===== config.mk =====
export PLATFORM = sky130hd
export DESIGN_NAME = rf_wb_arbiter
export DESIGN_NICKNAME = d
export VERILOG_FILES = /design/src/rtl/rf_pkg.sv /design/src/rtl/rr_arbiter.sv /design/src/rtl/rf_wb_arbiter.sv
export SDC_FILE = /design/constraint.sdc
export NUM_CORES = 1
export LEC_CHECK = 0
export ABC_AREA = 1
export ABC_CLOCK_PERIOD_IN_PS = 3800
export CORE_MARGIN = 10
export CORE_UTILIZATION = 42
export DETAILED_ROUTE_END_ITERATION = 8
export PLACE_DENSITY = 0.95
export SLEW_MARGIN = 25
export SYNTH_ARGS = -nofsm -noshare
export SYNTH_HDL_FRONTEND = slang
export SYNTH_SLANG_ARGS = --single-unit
export TNS_END_PERCENT = 10

===== constraint.sdc =====
create_clock -name clk -period 3.8 [get_ports clk]
set_input_delay 0.38 -clock clk [delete_from_list [all_inputs] [get_ports clk]]
set_output_delay 0.38 -clock clk [all_outputs]
set_load 0.02 [all_outputs]

===== src/rtl/rf_pkg.sv =====
// Shared register-file constants and write-back requester indices.
package rf_pkg;

   localparam int RF_AW        = 5;
   localparam int RF_DW        = 32;
   localparam int RF_NREG      = 32;
   localparam int RF_ZERO_ADDR = 0;

   // Write-back requester slots on the shared RF write port
   localparam int WB_ALU = 0;
   localparam int WB_LSU = 1;
   localparam int WB_MDU = 2;

endpackage


===== src/rtl/rr_arbiter.sv =====
// Generic combinational round-robin grant: the first set request found
// searching upward from ptr (wrapping modulo NREQ) wins.
module rr_arbiter #(
   parameter int NREQ = 3,
   parameter int PW   = (NREQ > 1) ? $clog2(NREQ) : 1
) (
   input  logic [NREQ-1:0] req,
   input  logic [PW-1:0]   ptr,
   output logic [NREQ-1:0] gnt,
   output logic [PW-1:0]   gnt_id,
   output logic            gnt_any
);

   int idx;

   // Priority search starting at ptr; only the first hit is granted
   always_comb begin
      gnt     = '0;
      gnt_id  = '0;
      gnt_any = 1'b0;
      idx     = 0;
      for (int k = 0; k < NREQ; k++) begin
         idx = (int'(ptr) + k) % NREQ;
         if (!gnt_any && req[idx]) begin
            gnt[idx] = 1'b1;
            gnt_id   = PW'(idx);
            gnt_any  = 1'b1;
         end
      end
   end

endmodule


===== src/rtl/rf_wb_arbiter.sv =====
// Shares the single RF write port among write-back requesters using
// round-robin arbitration and a one-cycle registered output stage.
// Writes to $0 complete their handshake but never raise rf_wr.
module rf_wb_arbiter
   import rf_pkg::*;
#(
   parameter int NREQ = 3,
   parameter int AW   = RF_AW,
   parameter int DW   = RF_DW
) (
   input  logic                     clk,
   input  logic                     reset,
   input  logic [NREQ-1:0]          req_valid,
   input  logic [NREQ*AW-1:0]       req_addr,
   input  logic [NREQ*DW-1:0]       req_data,
   output logic [NREQ-1:0]          req_ready,
   input  logic                     hold,
   output logic                     rf_wr,
   output logic [AW-1:0]            rf_addr,
   output logic [DW-1:0]            rf_data,
   output logic [2**AW-1:0]         inflight_mask,
   output logic [$clog2(NREQ)-1:0]  grant_id
);

   localparam int GW = $clog2(NREQ);

   logic [NREQ-1:0] gnt;
   logic [GW-1:0]   gnt_id;
   logic            gnt_any;
   logic            transfer;
   logic [AW-1:0]   sel_addr;
   logic [DW-1:0]   sel_data;

   logic [GW-1:0]   rr_ptr_q,   rr_ptr_d;
   logic            rf_wr_q,    rf_wr_d;
   logic [AW-1:0]   rf_addr_q,  rf_addr_d;
   logic [DW-1:0]   rf_data_q,  rf_data_d;
   logic [GW-1:0]   grant_id_q, grant_id_d;

   rr_arbiter #(
      .NREQ (NREQ),
      .PW   (GW)
   ) u_rr (
      .req     (req_valid),
      .ptr     (rr_ptr_q),
      .gnt     (gnt),
      .gnt_id  (gnt_id),
      .gnt_any (gnt_any)
   );

   // Grants are suppressed during stall and while reset is held
   assign req_ready = (reset && !hold) ? gnt : '0;
   assign transfer  = |req_ready;
   assign sel_addr  = req_addr[int'(gnt_id)*AW +: AW];
   assign sel_data  = req_data[int'(gnt_id)*DW +: DW];

   // Next-state: capture the winner and advance the pointer past it
   always_comb begin
      rr_ptr_d   = rr_ptr_q;
      rf_wr_d    = 1'b0;
      rf_addr_d  = rf_addr_q;
      rf_data_d  = rf_data_q;
      grant_id_d = grant_id_q;
      if (transfer) begin
         rr_ptr_d   = (gnt_id == GW'(NREQ-1)) ? '0 : gnt_id + 1'b1;
         rf_wr_d    = (sel_addr != AW'(RF_ZERO_ADDR));
         rf_addr_d  = sel_addr;
         rf_data_d  = sel_data;
         grant_id_d = gnt_id;
      end
   end

   // Pointer and output-stage registers; reset discards any staged write
   always_ff @(posedge clk or negedge reset) begin
      if (!reset) begin
         rr_ptr_q   <= '0;
         rf_wr_q    <= 1'b0;
         rf_addr_q  <= '0;
         rf_data_q  <= '0;
         grant_id_q <= '0;
      end else begin
         rr_ptr_q   <= rr_ptr_d;
         rf_wr_q    <= rf_wr_d;
         rf_addr_q  <= rf_addr_d;
         rf_data_q  <= rf_data_d;
         grant_id_q <= grant_id_d;
      end
   end

   // One-hot of the destination currently heading into the RF
   always_comb begin
      inflight_mask = '0;
      if (rf_wr_q) inflight_mask[rf_addr_q] = 1'b1;
   end

   assign rf_wr    = rf_wr_q;
   assign rf_addr  = rf_addr_q;
   assign rf_data  = rf_data_q;
   assign grant_id = grant_id_q;

endmodule

Word-level counts from Yosys, hierarchy flattened
Cells that the tools add are included.

cells by class
  $add $sub $neg = 3
  eq/ne operators = 1
  divide/modulo/power cells = 3
  bitwise gates (word level) = 2
  magnitude comparators = 8
  multiply operators = 1
  muxes and demuxes = 29
  shift operators = 2
  reductions and logical operators = 12

operators with widths
  kind                                                  number
  >= comparator 32 x 1 -> 1 bit, second input constant  3
  < comparator 32 x 4 -> 1 bit, second input constant   3
  variable part select 96 x 8 -> 32 bit                 1
  modulo 32 x 3 -> 32 bit, second input constant        2
  modulo 3 x 3 -> 32 bit, second input constant         1
  two-way mux 32 bit                                    1
  variable part select 15 x 6 -> 5 bit                  1
  two-way mux 1 bit                                     13
  two-way mux 3 bit                                     4
  two-way mux 2 bit                                     4
  logical AND 1 bit                                     7
  binary-select mux 1 bit (select 2 bit)                3
  demux 1 bit (select 2 bit)                            3
  < comparator 5 x 6 -> 1 bit, second input constant    1
  OR 3 bit                                              2
  demux 1 bit (select 5 bit)                            1
  >= comparator 5 x 1 -> 1 bit, second input constant   1
  multiplier 2 x 3 -> 5 bit, second input constant      1
  nonzero test 5 bit                                    1
  adder 2 x 1 -> 3 bit, second input constant           1
  adder 2 x 2 -> 3 bit, second input constant           1
  logical NOT 1 bit                                     3
  OR reduction 3 bit                                    1
  adder 2 x 1 -> 2 bit, second input constant           1
  equality test 2 bit, second input constant            1

storage, ports and cells
  latch bits = 0
  word-level logic and storage cells = 66
  RAM bits = 0
  bits of input ports = 117
  bits in read-only memories = 0
  memories = 0
  bits in registers = 42

Logic depth before layout (Yosys ltp)
Gate-level depths: netlist (run 1).

  depth after elaboration = 15
  mapped depth = 18
  gate-level depth less buffers = 17

Cells and area by module
A second synthesis (run 1) with hierarchy kept.

second synthesis, totals
  cell total of the unflattened synthesis = 463
  area total of the unflattened synthesis = 2889.0 µm²

by module, submodules not included
  module         cells each  area an instance (µm²)  times used
  rf_wb_arbiter  402         2568.7                  1
  rr_arbiter     61          320.3                   1

Worst setup path before layout (run 1)
Ideal clock, no wire load.

  path type = register to register
  from = register rr_ptr_q[0]
  to = register rf_data_q[1], in the netlist rf_data[1]
  buffers on the path = 2
  library setup time = 0.065 ns
  data required time = 3.735 ns
  setup slack = 1.795 ns
  stages on the path, launching flop included = 16
  data arrival time = 1.940 ns
  path through = dfrtp_1 inv_1 ha_1 inv_2 nand3_1 nand2_2 nand2_4 nand2_2 nand2_4 nand2_4 buf_8 buf_6 nor2_1 o31ai_2 nand2_1 nand2_1

on the way
  cells in the longest elaborated chain, start to end = 13
  elaborated cells on any way between the ends = 46
  those cells by class = add/sub: 2; div: 3; order compare: 6; shift: 1; mux: 24; bitwise: 2; reduce/logical: 8

RTL lines
  item                                                              line                 source
  from (decl)                                                       rf_wb_arbiter.sv:34  logic [GW-1:0] rr_ptr_q, rr_ptr_d;
  from (signal assigned)                                            rf_wb_arbiter.sv:82  rr_ptr_q <= rr_ptr_d;
  branches (longest 13 deep; another with modulo 32 x 3 -> 32 bit)  n/a
  to (signal assigned)                                              rf_wb_arbiter.sv:85  rf_data_q <= rf_data_d;
  to (decl)                                                         rf_wb_arbiter.sv:37  logic [DW-1:0] rf_data_q, rf_data_d;

Parallel ways; which one is timed is not known. The select of a mux whose other input is x is not followed.
A chain may end at the register's enable or synchronous reset.

Worst setup path after layout (run 1)
  from = register rr_ptr_q[0]
  to = output req_ready[1]

on the way
  cells in the longest elaborated chain, start to end = 12
  elaborated cells on any way between the ends = 41
  those cells by class = add/sub: 2; div: 3; order compare: 6; mux: 21; bitwise: 2; reduce/logical: 7

RTL lines
  item                                                              line                 source
  branches (longest 10 deep; another with modulo 32 x 3 -> 32 bit)  n/a
  two-way mux 3 bit *                                               rr_arbiter.sv:24     if (!gnt_any && req[idx]) begin
  two-way mux 3 bit *                                               rf_wb_arbiter.sv:52  assign req_ready = (reset && !hold) ? gnt : '0;
  to (decl)                                                         rf_wb_arbiter.sv:16  output logic [NREQ-1:0] req_ready,

Mark *: on every way between the ends. The select of a mux whose other input is x is not followed.

==> flow_metrics.py, run 1 <==
metrics = {
    "setup_path": {
        "worst_ep_arrival_time_ps": 2940,
        "start_kind": "register",
        "crit_buf_inv": 4,
        "critPathCapture": "req_ready[1]",
        "max_stage_delay_ps": 600,
        "endpoint_kind": "primary output",
        "crit_fanout": 39,
        "cp.required_ps": 3420,
        "slowest_stage": "clkdlybuf4s50_1",
        "reg2reg_slack_ps": 670,
        "crit_start": "rr_ptr_q[0]$_DFFE_PN0P_",
        "timing.rr.end": "rf_wr$_DFF_PN0_",
        "reg2reg_depth": 15,
        "path_depth": 12,
        "critPathTopFamily": "buffers and inverters",
        "worstReg2RegStart": "rr_ptr_q[0]$_DFFE_PN0P_",
        "critical_path_class": "register to primary output",
        "path_cells": "inv_1 -> ha_1 -> inv_2 -> nand3_1 -> nand2_2 -> nand2_4 -> nand2_2 -> nand2_4 -> nand2_1 -> nand2_1 -> inv_1 -> clkdlybuf4s50_1",
    },
    "final_layout": {
        "nNetsFinal": 768,
        "drive_above_1_share_pct": 10.5,
        "diodes": 0,
        "syn2layout_area_growth_pct": 59.5,
    },
    "route": {
        "vias_per_cell": 5.19,
        "drtIter0Drc": 192,
        "post_drt_wl_per_cell_um": 17.0,
        "wirelength_um": 12700,
        "drc": 0,
        "firstDrtPassIters": 4,
        "ant_nets": 0,
        "dr_total_vias": 3892,
    },
    "clock_network": {
        "cts_tree": "yes",
        "clock-sinks": 42,
        "htree_levels": 2,
        "cts_made_buffers": 5,
        "post_cts_buffers": 0,
        "ctsLongestPathBuffers": 2,
        "clk_pin_slew_ps": 80,
        "clock_latency_ps": 290,
        "postCtsResizedCells": 0,
        "clockRootBuffer": "clkbuf_8",
        "ctsHoldBuffers": 0,
    },
    "global_route": {
        "met2_usage_pct": 36.0,
        "grt_busiest_layer": "met2",
        "grt_pass1_vias": 3842,
        "met1_usage_pct": 22.1,
        "grt_pass1_wl_um": 19200,
        "grt_antenna_before_repair": 0,
        "overflow": 0,
        "met3_usage_pct": 6.48,
        "grtUsageTotal_pct": 20.0,
        "grt_start_max_net_pins": 43,
    },
    "timing": {
        "worst_pin_slew_ps": 700,
        "fin_crit_sh_pct": 87.5,
        "finalSetupViolCount": 0,
        "fmax_mhz": 301,
        "setup_ws_ps": 476,
        "worst_slew_margin_rel_pct": 53.3,
        "grt_setup_unrepaired": "false",
        "hold_viol": 0,
        "final-max-slew-violation-count": 0,
        "tns_ps": 0,
        "fin_crit_ps": 3320,
        "skew_ps": 7.50,
    },
    "logic_synthesis": {
        "synth_edf_count": 0,
        "ys_warn_count": 0,
        "synth_top_cell_by_area": "dfrtp_1",
        "seq_area_frac_synth_pct": 32.2,
        "synth_seq_cells": 42,
        "synth-async-reset-ratio_pct": 100,
        "syn_inst": 471,
        "synth_top_cell_area_share_pct": 32.2,
        "synth_area_um2": 3270,
        "netlist_top_cells_area": "dfrtp_1 (32%), nand2_1 (20%), o31ai_2 (7.3%), nor2_1 (6.0%), nand3_1 (5.4%)",
        "synth.avg_cell_area_um2": 6.94,
        "synth_nets": 592,
        "synth_ff_type": "dfrtp_1",
        "yosysUniqueCellTypes": 27,
    },
    "die": {
        "initial_core_util_pct": 42.7,
        "die-height_um": 108,
        "core_area_um2": 7650,
        "io_pins": 192,
        "die_x_um": 108,
        "die-area_um2": 11700,
        "num_rows": 32,
    },
    "run_status": {
        "status": "finished clean",
    },
    "placement": {
        "dp_hpwl_um": 10100,
        "place_ws_ps": 749,
        "place.gp.congestion": 0.870,
        "numPortBuffers": 191,
    },
    "pwr": {
        "powerDensity_nw_per_um2": 912,
        "irDropWorstVdd_uv": 450,
        "p_leak_uw": 0.00230,
    },
    "hold_path": {
        "hold_class": "input port to async pin",
    },
    "run": {
        "timing.max_cap.violations": 0,
    },
}
[how the worst min path moves through the flow]
stage | startpoint | endpoint | slack (ps) | cells after the start
2_1_floorplan | reset | grant_id[0]$_DFFE_PN0P_ | 80 | 0
3_3_place_gp | rf_data[0]$_DFFE_PN0P_ | rf_data[0]$_DFFE_PN0P_ | 450 | 2
3_5_place_dp | rf_data[0]$_DFFE_PN0P_ | rf_data[0]$_DFFE_PN0P_ | 460 | 2
4_1_cts | reset | rf_data[20]$_DFFE_PN0P_ | 240 | 2
5_1_grt | reset | rf_data[5]$_DFFE_PN0P_ | 260 | 2
6_report | reset | rf_data[5]$_DFFE_PN0P_ | 220 | 2
[per-stage QoR]
step	instances	power, µW	cell area (µm²)	hold slack (ps)	util (%)
CTS	750	4770	5210	241	68.2
global placement	742	4320	5120	454	67.0
floorplan	471	3610	3270	84.4	-
finish	750	4750	5210	215	68.2
detailed placement	742	4450	5120	458	67.0
global route	750	5170	5210	259	68.2
[kinds of logic after synthesis]
kind of cell | share of synthesized area (%)
compound gates | 18.3
fa+ha+maj | 1.53
buf+inv | 9.88
flops | 32.2
simple gates | 38.1
[state kept, by name (all words and copies together), names as in the netlist]
| name | count |
|---|---|
| grant_id | 2 |
| rf_wr | 1 |
| rr_ptr_q | 2 |
| rf_addr | 5 |
| rf_data | 32 |
[final cells by class]
class / instances / area (µm²)
clock buffers: 7 / 86.3
clock inverters: 1 / 5.00
fillers: 633 / 2430
inverters: 28 / 105
multi-input cells: 374 / 1890
flip-flops and latches: 42 / 1050
well taps: 102 / 128
repair buffers: 196 / 1940
[placed cells by master, fill, tap and decap left out]
| cell type | instances |
|---|---|
| a21oi_1 | 33 |
| buf_2 | 1 |
| buf_4 | 5 |
| clkbuf_1 | 1 |
| clkbuf_8 | 6 |
| clkdlybuf4s50_1 | 190 |
| clkinv_2 | 1 |
| dfrtp_1 | 42 |
| ha_1 | 4 |
| inv_1 | 20 |
| inv_2 | 8 |
| nand2_1 | 171 |
| nand2_2 | 7 |
| nand2_4 | 4 |
| nand3_1 | 35 |
| nand3_2 | 2 |
| nand3_4 | 2 |
| nand3b_1 | 1 |
| nand4_1 | 1 |
| nand4_2 | 1 |
| nor2_1 | 52 |
| nor2_2 | 10 |
| o211ai_2 | 1 |
| o21ai_0 | 7 |
| o21ai_1 | 16 |
| o21ai_4 | 1 |
| o31ai_1 | 7 |
| o31ai_2 | 19 |
[worst register-to-register path, delay by kind of cell (launching register included)]
kind          cells  cell delay (ps)
fa+ha+maj         1              420
buf+inv           3              270
flops             1              400
simple gates     11             1890
[per-layer routing]
layer	wire, µm	vias up
li1	-	1878
met1	4890	1808
met2	6410	186
met3	1170	20
met4	266	0
met5	0	-
[Yosys cell counts, types with 8 or more instances]
cell type / instances
dfrtp_1: 42
a21oi_1: 33
inv_1: 20
inv_2: 8
o21ai_1: 16
nand2_1: 171
nor2_1: 52
nor2_2: 10
buf_4: 13
o31ai_2: 19
buf_2: 8
nand3_1: 35
[where the power goes]
part	switching, µW	internal, µW
logic	2270	1360
clock network	154	147
registers	144	676
total	2570	2180
Note: power is estimated with default switching activity, not from simulation.
==> run 2: changes to the inputs <==
Settings changed: CAP_MARGIN from default to 40.
==> results of run 2 <==
Final layout, timing and power as in run 1 (identical DEF).
